## src/rtl/parity_pkg.sv

```systemverilog
// Shared definitions for the parity frame transmitter, checker and receiver.
package parity_pkg;

    localparam int unsigned DATA_W     = 32;
    localparam int unsigned FRAME_BITS = 35;
    localparam int unsigned IDX_W      = $clog2(DATA_W);

    typedef enum logic [2:0] {
        IDLE,
        START,
        DATA,
        PARITY,
        STOP
    } tx_state_t;

endpackage

```

## src/rtl/baud_tick_gen.sv

```systemverilog
// Bit-period divider: one-cycle tick when the count reaches CLKS_PER_BIT-1.
module baud_tick_gen #(
    parameter int unsigned CLKS_PER_BIT = 16
) (
    input  logic clk,
    input  logic rst,
    input  logic clear,
    output logic tick
);

    localparam int unsigned CNT_W = $clog2(CLKS_PER_BIT);
    localparam logic [CNT_W-1:0] LAST = CNT_W'(CLKS_PER_BIT - 1);

    logic [CNT_W-1:0] cnt;

    // Count within a bit period; clear holds it at zero and restarts it on state entry
    always_ff @(posedge clk or negedge rst) begin
        if (!rst) begin
            cnt <= '0;
        end else if (clear || tick) begin
            cnt <= '0;
        end else begin
            cnt <= cnt + CNT_W'(1);
        end
    end

    assign tick = (cnt == LAST);

endmodule

```

## src/rtl/parity_frame_tx.sv

```systemverilog
// Serial frame transmitter: start, 32 data bits LSB first, parity, stop.
module parity_frame_tx
    import parity_pkg::*;
#(
    parameter int unsigned CLKS_PER_BIT = 16,
    parameter bit          ODD_PARITY   = 1'b0
) (
    input  logic              clk,
    input  logic              rst,
    input  logic              data_valid,
    input  logic [DATA_W-1:0] data,
    input  logic              parity_bit,
    output logic              ready,
    output logic              tx,
    output logic              busy,
    output logic              done,
    output logic              overrun
);

    localparam logic [IDX_W-1:0] LAST_IDX = IDX_W'(DATA_W - 1);

    tx_state_t         state, state_d;
    logic [DATA_W-1:0] shift_q, shift_d;
    logic [IDX_W-1:0]  idx_q, idx_d;
    logic              par_q, par_d;
    logic              tx_d, ready_d, busy_d, done_d, overrun_d;
    logic              baud_clear_c;
    logic              tick;

    baud_tick_gen #(
        .CLKS_PER_BIT(CLKS_PER_BIT)
    ) u_baud (
        .clk   (clk),
        .rst   (rst),
        .clear (baud_clear_c),
        .tick  (tick)
    );

    // State and registered outputs
    always_ff @(posedge clk or negedge rst) begin
        if (!rst) begin
            state   <= IDLE;
            shift_q <= '0;
            idx_q   <= '0;
            par_q   <= 1'b0;
            tx      <= 1'b1;
            ready   <= 1'b1;
            busy    <= 1'b0;
            done    <= 1'b0;
            overrun <= 1'b0;
        end else begin
            state   <= state_d;
            shift_q <= shift_d;
            idx_q   <= idx_d;
            par_q   <= par_d;
            tx      <= tx_d;
            ready   <= ready_d;
            busy    <= busy_d;
            done    <= done_d;
            overrun <= overrun_d;
        end
    end

    // Next-state and next-output logic; bit boundaries are the baud ticks
    always_comb begin
        state_d      = state;
        shift_d      = shift_q;
        idx_d        = idx_q;
        par_d        = par_q;
        tx_d         = tx;
        ready_d      = ready;
        busy_d       = busy;
        done_d       = 1'b0;
        overrun_d    = data_valid && !ready;

        unique case (state)
            IDLE: begin
                if (data_valid) begin
                    shift_d = data;
                    par_d   = parity_bit ^ ODD_PARITY;
                    idx_d   = '0;
                    tx_d    = 1'b0;
                    ready_d = 1'b0;
                    busy_d  = 1'b1;
                    state_d = START;
                end
            end
            START: begin
                if (tick) begin
                    tx_d    = shift_q[0];
                    state_d = DATA;
                end
            end
            DATA: begin
                if (tick) begin
                    if (idx_q == LAST_IDX) begin
                        tx_d    = par_q;
                        state_d = PARITY;
                    end else begin
                        shift_d = shift_q >> 1;
                        tx_d    = shift_q[1];
                        idx_d   = idx_q + IDX_W'(1);
                    end
                end
            end
            PARITY: begin
                if (tick) begin
                    tx_d    = 1'b1;
                    state_d = STOP;
                end
            end
            STOP: begin
                if (tick) begin
                    tx_d    = 1'b1;
                    ready_d = 1'b1;
                    busy_d  = 1'b0;
                    done_d  = 1'b1;
                    state_d = IDLE;
                end
            end
            default: begin
                state_d = IDLE;
            end
        endcase

        // Divider restarts on every state entry and is held at zero in IDLE
        baud_clear_c = (state_d != state) || (state == IDLE);
    end

endmodule

```

## config.mk

```make
export PLATFORM = sky130hd
export DESIGN_NAME = parity_frame_tx
export DESIGN_NICKNAME = d
export VERILOG_FILES = /design/src/rtl/parity_pkg.sv /design/src/rtl/baud_tick_gen.sv /design/src/rtl/parity_frame_tx.sv
export SDC_FILE = /design/constraint.sdc
export NUM_CORES = 1
export LEC_CHECK = 0
export ABC_AREA = 1
export CAP_MARGIN = 25
export CELL_PAD_IN_SITES_DETAIL_PLACEMENT = 0
export CELL_PAD_IN_SITES_GLOBAL_PLACEMENT = 2
export CORE_ASPECT_RATIO = 0.9
export CORE_MARGIN = 1.5
export CORE_UTILIZATION = 31
export CTS_BUF_LIST = sky130_fd_sc_hd__clkbuf_4
export CTS_CLUSTER_SIZE = 16
export DETAILED_ROUTE_END_ITERATION = 7
export PLACE_DENSITY_LB_ADDON = 0.25
export SYNTH_ARGS = -nofsm -noshare
export SYNTH_HDL_FRONTEND = slang
export SYNTH_HIERARCHICAL = 1
export SYNTH_SLANG_ARGS = --single-unit
```

## constraint.sdc

```tcl
create_clock -name clk -period 2.3 [get_ports clk]
set_input_delay 0.23 -clock clk [delete_from_list [all_inputs] [get_ports clk]]
set_output_delay 0.23 -clock clk [all_outputs]
set_load 0.01 [all_outputs]
```

==> results.json <==
{
  "cts_resized": 0,
  "initialDrtViolationCount": 126,
  "postRouteAntennaNets": 0,
  "synth_cell_type_count": 23,
  "p_seq_share_pct": 59.9,
  "die_h_um": 90.2,
  "synth_top_area_share_pct": 45.9,
  "hpwl_mm": 3.92,
  "yosysWarningCount": 6,
  "rows": 31,
  "crit_path_frequent_cell": "nand2_1",
  "finish.utilization_pct": 40.0,
  "slew_headroom_pct": 56.7,
  "diodes": 0,
  "grt_pass1_wl_mm": 10.6,
  "synth_top_area_cell": "dfrtp_1",
  "p_switching_uw": 311,
  "gp_congestion": 0.797,
  "pre_cts_slack_ns": 0.382,
  "wl_mm": 6.03,
  "rsz0062_at_grt": "no",
  "io_buffers": 40,
  "final.period_utilization_pct": 83.4,
  "cap_violations": 0,
  "finalHoldViolations": 0,
  "die-area_um2": 9000,
  "core_area_um2": 8110,
  "layout_min_cycle_time_ns": 1.92,
  "cp_max_fo": 22,
  "setup.worst_path.end": "idx_q[4]",
  "clk_transition_reported_paths_ns": 0.15,
  "p_sw_share_pct": 21.2,
  "ir_drop_v": 0.000241,
  "setup.worst_path.start": "idx_q[0]",
  "critPathRequiredTime_ns": 2.57,
  "layout_common_cells": "nand2_1, dfrtp_1, nand3_1",
  "setup_viol": 0,
  "tightest_slew_ns": 0.650,
  "startpoint_type": "flip-flop",
  "multiInputGateArea_um2": 1210,
  "drc": 0,
  "ys_async_sr_fraction_pct": 100,
  "cp_slowest_stage_delay_ns": 0.45,
  "synth_edf_count": 0,
  "synth_cells": 367,
  "synthFlopType": "dfrtp_1",
  "hp-class": "input port to flip-flop",
  "root_buffer": "clkbuf_4",
  "track_usage_pct": 14.6,
  "synth_seq_area_share_pct": 47.9,
  "totalPowerFinal_uw": 1470,
  "skew_ns": 0.00833,
  "rr_endpoint": "idx_q[4]",
  "postSynthNetCount": 406,
  "power.internal_uw": 1160,
  "n_fill_cell": 870,
  "worst_setup_path_end_kind": "flip-flop",
  "r2r_slack_ns": 0.38,
  "p_clk_share_pct": 34.8,
  "leakage_uw": 0.00180,
  "cts_buffers": 5,
  "cp_cell_sequence": "ha_1 -> nand2_1 -> nor2_1 -> ha_1 -> nand2_1 -> nand2_1 -> inv_2 -> nand3_2 -> buf_12 -> nand2_1 -> nand2_1",
  "synth_area_leaders": "dfrtp_1, nand2_1, nand3_1",
  "die_w_um": 99.9,
  "timing.final.ws_setup_ns": 0.381,
  "synth_area_um2": 2620,
  "fmax_ghz": 0.521,
  "grt-ovfl-total": 0,
  "start_util_pct": 32.3,
  "cp.arrival_ns": 2.19,
  "htree_levels": 2,
  "pwr-share-comb_pct": 5.3,
  "drv_slew": 0,
  "setup_tns_ns": 0,
  "slowest_stage": "dfrtp_1",
  "clock_latency_ns": 0.36,
  "cts_sinks": 50,
  "antenna_found_initial": 0,
  "reg2regPathDepth": 11,
  "avgSynthCellArea_um2": 7.13,
  "drive_above_1_share_pct": 7.80,
  "outcome": "completed",
  "vias": 2277,
  "cts_tree": "yes",
  "synthToLayoutAreaGrowth_pct": 23.8,
  "wl_per_cell_um": 11.8,
  "layout.nets": 448,
  "crit_type": "flip-flop to flip-flop",
  "ios": 41,
  "layout_commonest_cell": "nand2_1",
  "reg2reg_from": "idx_q[0]",
  "clk_path_buf_depth": 2,
  "grt_max_degree": 51,
  "drt-pass1-iter-count": 6,
  "finalHoldWorstSlack_ns": 0.412,
  "powerDensity_nw_per_um2": 453,
  "ys_ff_latch": 50,
  "grt_pass1_vias": 2188,
  "seqCellArea_um2": 1250,
  "viasPerCell": 4.47
}
[per-layer routing]
metal,global-route usage (%),routed length [um],up-vias
li1,-,-,1215
met1,20.8,3100,1015
met2,22.4,2650,42
met3,2.95,220,5
met4,3.87,53,0
met5,0,0,-
[kinds of logic after synthesis]
kind of cell               after synthesis  share of synthesized area, %
buffers and inverters                   34                          5.83
AOI/OAI and AO/OA                        6                          1.77
adders and majority gates                3                          1.43
and+or+nand+nor                        274                          43.1
DFF                                     50                          47.9
[stage by stage]
stage | instances | cell area [um^2]
final | 509 | 3240
after global routing | 509 | 3240
after CTS | 509 | 3240
after detailed placement | 500 | 3150
after global placement | 500 | 3150
after floorplan | 367 | 2620
[power by group through the flow]
stage | Clock, uW | Sequential, uW | Combinational (uW)
3_3_place_gp | 0 | 896 | 79.5
2_1_floorplan | 0 | 896 | 0.513
5_1_grt | 573 | 880 | 86.4
3_5_place_dp | 0 | 896 | 79.3
6_report | 511 | 880 | 78.3
4_1_cts | 537 | 880 | 80.8
[cell usage after synthesis (2+ instances only)]
master / count
inv_2: 4
buf_2: 8
dfrtp_1: 48
nand4_1: 2
ha_1: 3
nand3b_1: 2
nand2_1: 205
nand3_2: 2
nor2_4: 2
buf_4: 4
dfstp_2: 2
nand3_1: 40
nor2_1: 18
a21oi_1: 3
inv_1: 14
buf_1: 3
[area by class of cell]
cell class | count | share of cell area (%)
Clock inverter | 3 | 1.24
Tap cell | 99 | 3.82
Sequential cell | 50 | 38.7
Timing Repair Buffer | 51 | 15.6
Multi-Input combinational cell | 283 | 37.4
Inverter | 18 | 2.09
Clock buffer | 5 | 1.16
[worst min-delay path by stage]
stage,from,slack [ns],cells past startpoint,endpoint
6_report,parity_bit,0.41,3,par_q
5_1_grt,parity_bit,0.40,3,par_q
4_1_cts,parity_bit,0.39,3,par_q
3_5_place_dp,rst,0.40,2,u_baud/cnt[1]
3_3_place_gp,rst,0.40,2,u_baud/cnt[1]
2_1_floorplan,rst,-0.07,0,busy
[sequential cells by signal (all words and copies together), names as in the netlist]
register	flops
shift_q	32
idx_q	5
u_baud/cnt	4
state	3
busy	1
done	1
overrun	1
par_q	1
ready	1
tx	1
[worst max-delay path: cells and delay by family (launching register included)]
| kind | cells | cell delay [ns] |
|---|---|---|
| fa+ha+maj | 2 | 0.45 |
| simple gates | 7 | 0.60 |
| buf+inv | 2 | 0.30 |
| flops | 1 | 0.45 |
[timing repair]
action,in CTS,in global routing
setup buffers,0,0
endpoints found under the hold margin,48,0
hold buffers,1,0
(Power assumes the default switching activity.)
